--- config.mk ---
export PLATFORM = sky130hd
export DESIGN_NAME = sp_ram_arbiter
export DESIGN_NICKNAME = d
export VERILOG_FILES = /design/src/rtl/sp_ram_arbiter.sv
export SDC_FILE = /design/constraint.sdc
export NUM_CORES = 1
export LEC_CHECK = 0
export CORE_MARGIN = 2
export CORE_UTILIZATION = 39
export CTS_BUF_LIST = sky130_fd_sc_hd__clkbuf_2
export DETAILED_ROUTE_END_ITERATION = 8
export PLACE_DENSITY = 0.8
export SYNTH_ARGS = -nofsm -noshare
export SYNTH_HDL_FRONTEND = slang
export SYNTH_SLANG_ARGS = --single-unit
export TNS_END_PERCENT = 5
--- constraint.sdc ---
create_clock -name clk -period 1.53 [get_ports clk]
set_clock_uncertainty 0.15 [all_clocks]
set_input_delay 0.153 -clock clk [delete_from_list [all_inputs] [get_ports clk]]
set_output_delay 0.153 -clock clk [all_outputs]
set_load 0.02 [all_outputs]
--- src/rtl/sp_ram_arbiter.sv ---
// Round-robin arbiter between two clients sharing one single-port RAM.
// It clears the RAM after reset, then grants at most one access per cycle and tags read returns.
module sp_ram_arbiter #(
  parameter int                    DATA_WIDTH = 8,
  parameter int                    ADDR_WIDTH = 5,
  parameter logic [DATA_WIDTH-1:0] INIT_VALUE = '0
) (
  input  logic                  clk,
  input  logic                  rst,
  input  logic                  req0,
  input  logic                  we0,
  input  logic [ADDR_WIDTH-1:0] addr0,
  input  logic [DATA_WIDTH-1:0] wdata0,
  input  logic                  req1,
  input  logic                  we1,
  input  logic [ADDR_WIDTH-1:0] addr1,
  input  logic [DATA_WIDTH-1:0] wdata1,
  output logic                  gnt0,
  output logic                  gnt1,
  output logic                  rvalid0,
  output logic                  rvalid1,
  output logic [DATA_WIDTH-1:0] rdata,
  output logic                  init_done,
  output logic                  ram_en,
  output logic                  ram_wen,
  output logic [ADDR_WIDTH-1:0] ram_addr,
  output logic [DATA_WIDTH-1:0] ram_din,
  input  logic [DATA_WIDTH-1:0] ram_q
);

  typedef enum logic {ST_INIT, ST_RUN} state_t;

  state_t                state_q, state_d;
  logic [ADDR_WIDTH-1:0] cnt_q, cnt_d;
  logic                  last_q, last_d;
  logic                  ram_en_q, ram_en_d;
  logic                  ram_wen_q, ram_wen_d;
  logic [ADDR_WIDTH-1:0] ram_addr_q, ram_addr_d;
  logic [DATA_WIDTH-1:0] ram_din_q, ram_din_d;
  logic                  init_done_q, init_done_d;
  logic [1:0]            rd_vld_q, rd_vld_d;
  logic [1:0]            rd_tag_q, rd_tag_d;
  logic                  run;
  logic                  sel_we;

  // last_q names the most recent winner; the other side wins a tie.
  assign run  = (state_q == ST_RUN);
  assign gnt0 = run & req0 & (~req1 | last_q);
  assign gnt1 = run & req1 & (~req0 | ~last_q);
  assign sel_we = gnt1 ? we1 : we0;

  always_comb begin
    state_d     = state_q;
    cnt_d       = cnt_q;
    last_d      = last_q;
    ram_en_d    = 1'b0;
    ram_wen_d   = 1'b0;
    ram_addr_d  = ram_addr_q;
    ram_din_d   = ram_din_q;
    init_done_d = init_done_q;
    rd_vld_d    = {rd_vld_q[0], 1'b0};
    rd_tag_d    = {rd_tag_q[0], 1'b0};
    case (state_q)
      ST_INIT: begin
        // cnt back at 0 with a write already issued means the counter wrapped: sweep done.
        if (ram_en_q && cnt_q == '0) begin
          state_d     = ST_RUN;
          init_done_d = 1'b1;
        end else begin
          ram_en_d   = 1'b1;
          ram_wen_d  = 1'b1;
          ram_addr_d = cnt_q;
          ram_din_d  = INIT_VALUE;
          cnt_d      = cnt_q + 1'b1;
        end
      end
      ST_RUN: begin
        if (gnt0 || gnt1) begin
          ram_en_d    = 1'b1;
          ram_wen_d   = sel_we;
          ram_addr_d  = gnt1 ? addr1 : addr0;
          ram_din_d   = gnt1 ? wdata1 : wdata0;
          last_d      = gnt1;
          rd_vld_d[0] = ~sel_we;
          rd_tag_d[0] = gnt1;
        end
      end
      default: state_d = ST_INIT;
    endcase
  end

  always_ff @(posedge clk or posedge rst) begin
    if (rst) begin
      state_q     <= ST_INIT;
      cnt_q       <= '0;
      last_q      <= 1'b1;
      ram_en_q    <= 1'b0;
      ram_wen_q   <= 1'b0;
      ram_addr_q  <= '0;
      ram_din_q   <= '0;
      init_done_q <= 1'b0;
      rd_vld_q    <= '0;
      rd_tag_q    <= '0;
    end else begin
      state_q     <= state_d;
      cnt_q       <= cnt_d;
      last_q      <= last_d;
      ram_en_q    <= ram_en_d;
      ram_wen_q   <= ram_wen_d;
      ram_addr_q  <= ram_addr_d;
      ram_din_q   <= ram_din_d;
      init_done_q <= init_done_d;
      rd_vld_q    <= rd_vld_d;
      rd_tag_q    <= rd_tag_d;
    end
  end

  assign ram_en    = ram_en_q;
  assign ram_wen   = ram_wen_q;
  assign ram_addr  = ram_addr_q;
  assign ram_din   = ram_din_q;
  assign init_done = init_done_q;
  assign rvalid0   = rd_vld_q[1] & ~rd_tag_q[1];
  assign rvalid1   = rd_vld_q[1] &  rd_tag_q[1];
  assign rdata     = ram_q;

endmodule
==> impl_metrics.json, run 1 <==
{
  "layout.cells.non_filler": 247,
  "max_stage_delay_ns": 0.63,
  "final_util_pct": 59.9,
  "wirelength_um": 4210,
  "remaining_drc_errors": 0,
  "hold_path.class": "in2out",
  "setup_ws_ns": -0.244,
  "relSlewSlack_pct": 76.7,
  "diodes": 0,
  "synthFlopType": "dfrtp_1",
  "cp_max_fo": 3,
  "ys_ff_latch": 27,
  "path_class": "reg2out",
  "syn_inst": 131,
  "cts.sinks": 27,
  "start_kind": "register",
  "crit_arrival_ns": 1.47,
  "cp_slowest_cell": "dfstp_2",
  "io_buffers": 51,
  "setup_violations": 17,
  "grt_pass1_vias": 1401,
  "drt-wirelength-per-cell_um": 17.0,
  "powerDensity_nw_per_um2": 720,
  "rows": 22,
  "die_height_um": 66.4,
  "layout_common_cells": "clkdlybuf4s50_1 (31), buf_4 (26), dfrtp_1 (25), dlygate4sd2_1 (13), a32o_1 (10)",
  "crit_required_ns": 1.23,
  "grt_max_degree": 28,
  "tritoncts": "built",
  "dieArea_um2": 4410,
  "hold_viol_final": 0,
  "ys_seq_area_share_pct": 44.5,
  "status": "finished, violations left",
  "firstDrtPassIters": 4,
  "drtIter0Drc": 78,
  "coreArea_um2": 3720,
  "path_cells": "nand2b_4, and3_4, buf_6",
  "dr_total_vias": 1349,
  "grtUsageMet3_pct": 2.56,
  "worstSetupEndpointType": "output port",
  "period_minus_slack_ns": 1.77,
  "grt-busiest-layer": "met2",
  "cts.clk_slew.worst_paths_ns": 0.27,
  "initial_core_util_pct": 40.9,
  "synth_fp_nets": 173,
  "cts_buffers": 3,
  "viasPerCell": 5.46,
  "layout_worst_path_cycle_share_pct": 116,
  "num_io_pins": 68,
  "place_ws_ns": -0.414,
  "grtUsageMet2_pct": 34.1,
  "fin_hold_ws_ns": 0.156,
  "use_met1_pct": 24.9,
  "antenna_left": 0,
  "h-tree-depth": 1,
  "fin_tns_setup_ns": -1.74,
  "dp.cells": 238,
  "synth_edf_count": 0,
  "synth.area.top_cells": "dfrtp_1 (43%), a32o_1 (6.6%), a22o_1 (4.6%), buf_4 (4.0%), buf_6 (3.7%)",
  "dpl.hpwl_um": 3090,
  "die_w_um": 66.4,
  "drv_cap": 0,
  "rsz0062_at_grt": "true",
  "syn-cell-area_um2": 1520,
  "final_layout_size_suffix_gt1_share_pct": 29.6,
  "p_leak_nw": 0.995,
  "synth.avg_cell_area_um2": 11.6,
  "yosysWarnings": 0,
  "syn_to_final_growth_pct": 46.5,
  "grt_usage_pct": 19.6,
  "layout_commonest_cell": "clkdlybuf4s50_1",
  "layout.nets": 242,
  "synth_top_area_share_pct": 42.8,
  "antenna_found_initial": 0,
  "ir_worst_vdd_uv": 326,
  "async_reset_ff_share_pct": 100,
  "violations": "negative setup slack",
  "synth_area_leader_cell": "dfrtp_1",
  "synth_cell_types": 44,
  "gp_congestion": 0.849,
  "clock_path_buffers": 2,
  "root_buffer": "clkbuf_2",
  "finalMaxSlewViolations": 0,
  "worstMarginPinSlew_ns": 0.350,
  "fmaxAchievable_ghz": 0.564,
  "clock_latency_ns": 0.36,
  "grt_pass1_wl_um": 6640,
  "grt.overflow.total": 0
}
[worst max-delay path, delay by kind of cell, from the launching register on]
| family | cells | cell delay, ns |
|---|---|---|
| simple gates | 2 | 0.36 |
| buf+inv | 1 | 0.12 |
| flops | 1 | 0.63 |
[report_power, final]
group          switching, mW  leakage, nW  internal (mW)
combinational          0.232        0.656          0.266
clock                  0.227       0.0126         0.0605
sequential            0.0400        0.326          0.779
total                  0.499        0.995           1.11
[synthesized netlist by cell type (all sizes together), types with 2 or more instances]
cell type and count:
a21boi 2, a21oi 3, a22o 8, a311oi 2, a31oi 4, a32o 10
a32oi 2, and2 3, and2b 2, and3 2, buf 16, dfrtp 26
ha 2, inv 9, mux2i 4, nand2 2, nand2b 3, nand3 5
nand3b 2, nor2b 3, or2 3, xnor2 3
[repair_timing]
item,4_1_cts,5_1_grt
endpoints found under the hold margin,26,0
setup buffers,3,1
pin swaps,11,1
resized for setup,45,10
endpoints found under the setup margin,38,25
hold buffers,1,0
[final timing paths]
check                      depth (start not counted)  slack, ns         from          end
setup / recovery                                   3      -0.24       last_q         gnt0
max in group asynchronous                          4       0.44          rst       last_q
hold reg to reg                                    0       0.25  rd_vld_q[0]  rd_vld_q[1]
setup reg to reg                                   5      -0.18       last_q  ram_addr[2]
hold / removal                                     0       0.16     ram_q[4]     rdata[4]
min in group asynchronous                          4       0.49          rst    init_done
[kinds of logic after synthesis]
logic type,count (synthesis),synth area share (%)
flops,27,44.5
fa+ha+maj,2,1.65
compound gates,40,24.0
buf+inv,26,11.1
simple gates,28,13.6
mux,5,3.37
xor+xnor,3,1.73
[state kept, by name, summed over array words and instances (netlist names)]
register / flops
cnt_q: 5
ram_wen: 1
run: 1
ram_en: 1
ram_addr: 5
ram_din: 8
rd_vld_q: 2
last_q: 1
rd_tag_q: 2
init_done: 1
[routing by layer]
| layer | routed length (um) | up-vias |
|---|---|---|
| met5 | 0 | - |
| met4 | 70 | 0 |
| met3 | 239 | 4 |
| met2 | 2290 | 60 |
| met1 | 1610 | 672 |
| li1 | - | 613 |
[stage by stage]
| step | power (mW) | instance area, um^2 |
|---|---|---|
| 2_1_floorplan | 1.10 | 1520 |
| 3_3_place_gp | 1.32 | 2140 |
| 3_5_place_dp | 1.34 | 2140 |
| 4_1_cts | 1.60 | 2220 |
| 5_1_grt | 1.68 | 2230 |
| 6_report | 1.60 | 2230 |
[final cells by class]
| type | count | area, um^2 |
|---|---|---|
| Multi-Input combinational cell | 78 | 717 |
| Timing Repair Buffer | 81 | 716 |
| Tap cell | 48 | 60.1 |
| Inverter | 9 | 33.8 |
| Clock inverter | 1 | 7.51 |
| Fill cell | 293 | 1490 |
| Sequential cell | 27 | 678 |
| Clock buffer | 3 | 15.0 |
(Power assumes the default switching activity.)
==> inputs of run 2 (changes only) <==
--- a/config.mk
+++ b/config.mk
@@ -6,10 +6,10 @@
 export NUM_CORES = 1
 export LEC_CHECK = 0
 export CORE_MARGIN = 2
-export CORE_UTILIZATION = 39
+export CORE_UTILIZATION = 43
 export CTS_BUF_LIST = sky130_fd_sc_hd__clkbuf_2
 export DETAILED_ROUTE_END_ITERATION = 8
-export PLACE_DENSITY = 0.8
+export PLACE_DENSITY = 0.83
 export SYNTH_ARGS = -nofsm -noshare
 export SYNTH_HDL_FRONTEND = slang
 export SYNTH_SLANG_ARGS = --single-unit
==> constraint.sdc (replaced) <==
create_clock -name clk -period 1.9 [get_ports clk]
set_clock_uncertainty 0.15 [all_clocks]
set_input_delay 0.19 -clock clk [delete_from_list [all_inputs] [get_ports clk]]
set_output_delay 0.19 -clock clk [all_outputs]
set_load 0.02 [all_outputs]
==> run 2 against run 1 <==
First-iteration DRC count up 5.1%. Worst hold slack better by 0.045 ns. Combinational power down 20%. Global-route usage up 0.25 points. The flow now finishes without violations. Critical endpoint unchanged. Clock power down 20%.
==> impl_metrics.json, run 2 (same netlist as run 1, synthesis figures left out) <==
{
  "status": "completed",
  "layout_common_cells": "clkdlybuf4s50_1 (47), dfrtp_1 (25), buf_4 (13), a32o_1 (10), inv_1 (9)",
  "drtIter0Drc": 82,
  "fmaxAchievable_ghz": 0.552,
  "tritoncts": "built",
  "r2r_cells": 5,
  "crit_required_ns": 1.56,
  "final_util_pct": 61.8,
  "drt-wirelength-per-cell_um": 16.6,
  "grt_pass1_wl_um": 6220,
  "dieArea_um2": 4030,
  "cp_max_fo": 3,
  "relSlewSlack_pct": 74.8,
  "cts_buffers": 3,
  "cp.depth": 3,
  "critPathBufInv": 1,
  "grt_pass1_vias": 1276,
  "setup_ws_ns": 0.0871,
  "dp.cells": 223,
  "cp_slowest_cell": "dfstp_2",
  "grt.overflow.total": 0,
  "fillers": 311,
  "total_power_mw": 1.29,
  "clock_latency_ns": 0.37,
  "hold_viol_final": 0,
  "place_ws_ns": -0.0965,
  "crit_arrival_ns": 1.47,
  "critPathTopFamily": "flip-flops",
  "multiInputGateArea_um2": 677,
  "r2r-start": "cnt_q[1]",
  "rows": 21,
  "final_layout_size_suffix_gt1_share_pct": 17.5,
  "io_buffers": 51,
  "antenna_left": 0,
  "worstSetupEndpointType": "output port",
  "layout_commonest_cell": "clkdlybuf4s50_1",
  "setup_violations": 0,
  "crit_start": "last_q",
  "die_w_um": 63.5,
  "viasPerCell": 5.44,
  "regArea_um2": 678,
  "cts.sinks": 27,
  "num_io_pins": 68,
  "hold_path.class": "in2reg",
  "grt_max_degree": 28,
  "initial_core_util_pct": 45.2,
  "largest_register_ffs": 8,
  "dr_total_vias": 1246,
  "clock_path_buffers": 2,
  "layout.nets": 226,
  "drv_cap": 0,
  "syn_to_final_growth_pct": 36.8,
  "root_buffer": "clkbuf_2",
  "worstMarginPinSlew_ns": 0.375,
  "h-tree-depth": 1,
  "p_leak_nw": 0.908,
  "grt_usage_pct": 19.8,
  "wirelength_um": 3810,
  "remaining_drc_errors": 0,
  "coreArea_um2": 3360,
  "fin_tns_setup_ns": 0,
  "dpl.hpwl_um": 2890,
  "finalMaxSlewViolations": 0,
  "path_class": "reg2out",
  "cts.clk_slew.worst_paths_ns": 0.26,
  "layout_worst_path_cycle_share_pct": 95.4,
  "gp_congestion": 0.865,
  "ir_worst_vdd_uv": 296,
  "die_height_um": 63.5,
  "firstDrtPassIters": 4,
  "layout.cells.non_filler": 229,
  "period_minus_slack_ns": 1.81,
  "start_kind": "register",
  "reg2reg_slack_ns": 0.12,
  "diodes": 0,
  "powerDensity_nw_per_um2": 618,
  "r2r_end": "cnt_q[1]",
  "antenna_found_initial": 0,
  "endpoint": "gnt0",
  "path_cells": "nand2b_4, and3_1, buf_2",
  "max_stage_delay_ns": 0.64
}
## run 2: cell count changes in the layout (fill, tap and decap cells not counted), sizes merged
cell,previous run,this run
buf,33,14
clkdlybuf4s50,31,47
dlygate4sd2,13,0
dlymetal6s2s,0,2
clkdlybuf4s15,1,0
clkinvlp,1,0
## run 2: what timing repair did
action / 4_1_cts / 5_1_grt
hold buffers: 1 / 0
pin swaps: 0 / 1
endpoints found under the setup margin: 11 / 14
hold endpoints to repair: 26 / 0
gates resized for setup: 5 / 6
buffers inserted: 0 / 1
## run 2: layer usage
metal	GRT usage (%)	vias to the layer above	routed length (um)
met4	6.25	0	43
met3	5.00	7	193
met1	24.1	616	1590
met2	34.3	41	1980
met5	0	-	0
li1	-	582	-
## run 2: tightest hold or removal path: cells and delay by family
family	cells	cell delay [ns]
buf+inv	1	0.40
compound gates	1	0.07
simple gates	1	0.07
## run 2: worst min-delay path by stage
stage / end / start / slack [ns] / depth (start not counted)
after detailed placement: rd_vld_q[1] / rd_vld_q[0] / 0.19 / 0
after floorplan: cnt_q[0] / rst / 0.09 / 1
after global routing: ram_addr[3] / addr1[3] / 0.20 / 3
final: ram_addr[3] / addr1[3] / 0.20 / 3
after global placement: rd_vld_q[1] / rd_vld_q[0] / 0.19 / 0
after CTS: ram_addr[3] / addr1[3] / 0.20 / 3
## run 2: through the flow
step,area [um^2],hold slack (ns)
after detailed placement,2040,0.192
after floorplan,1520,0.0920
after global routing,2080,0.199
after CTS,2080,0.204
final,2080,0.201
after global placement,2040,0.186
## run 2: cell type report
class,count,share of cell area (%)
clock buffers,4,0.963
inverters,9,1.62
multi-input cells,78,32.6
flip-flops and latches,27,32.6
well taps,46,2.77
repair buffers,65,29.5
## run 2: report_power, final
group / total (mW) / switching (mW) / internal, mW
registers: 0.661 / 0.0334 / 0.627
clock network: 0.229 / 0.173 / 0.0555
logic: 0.396 / 0.176 / 0.220
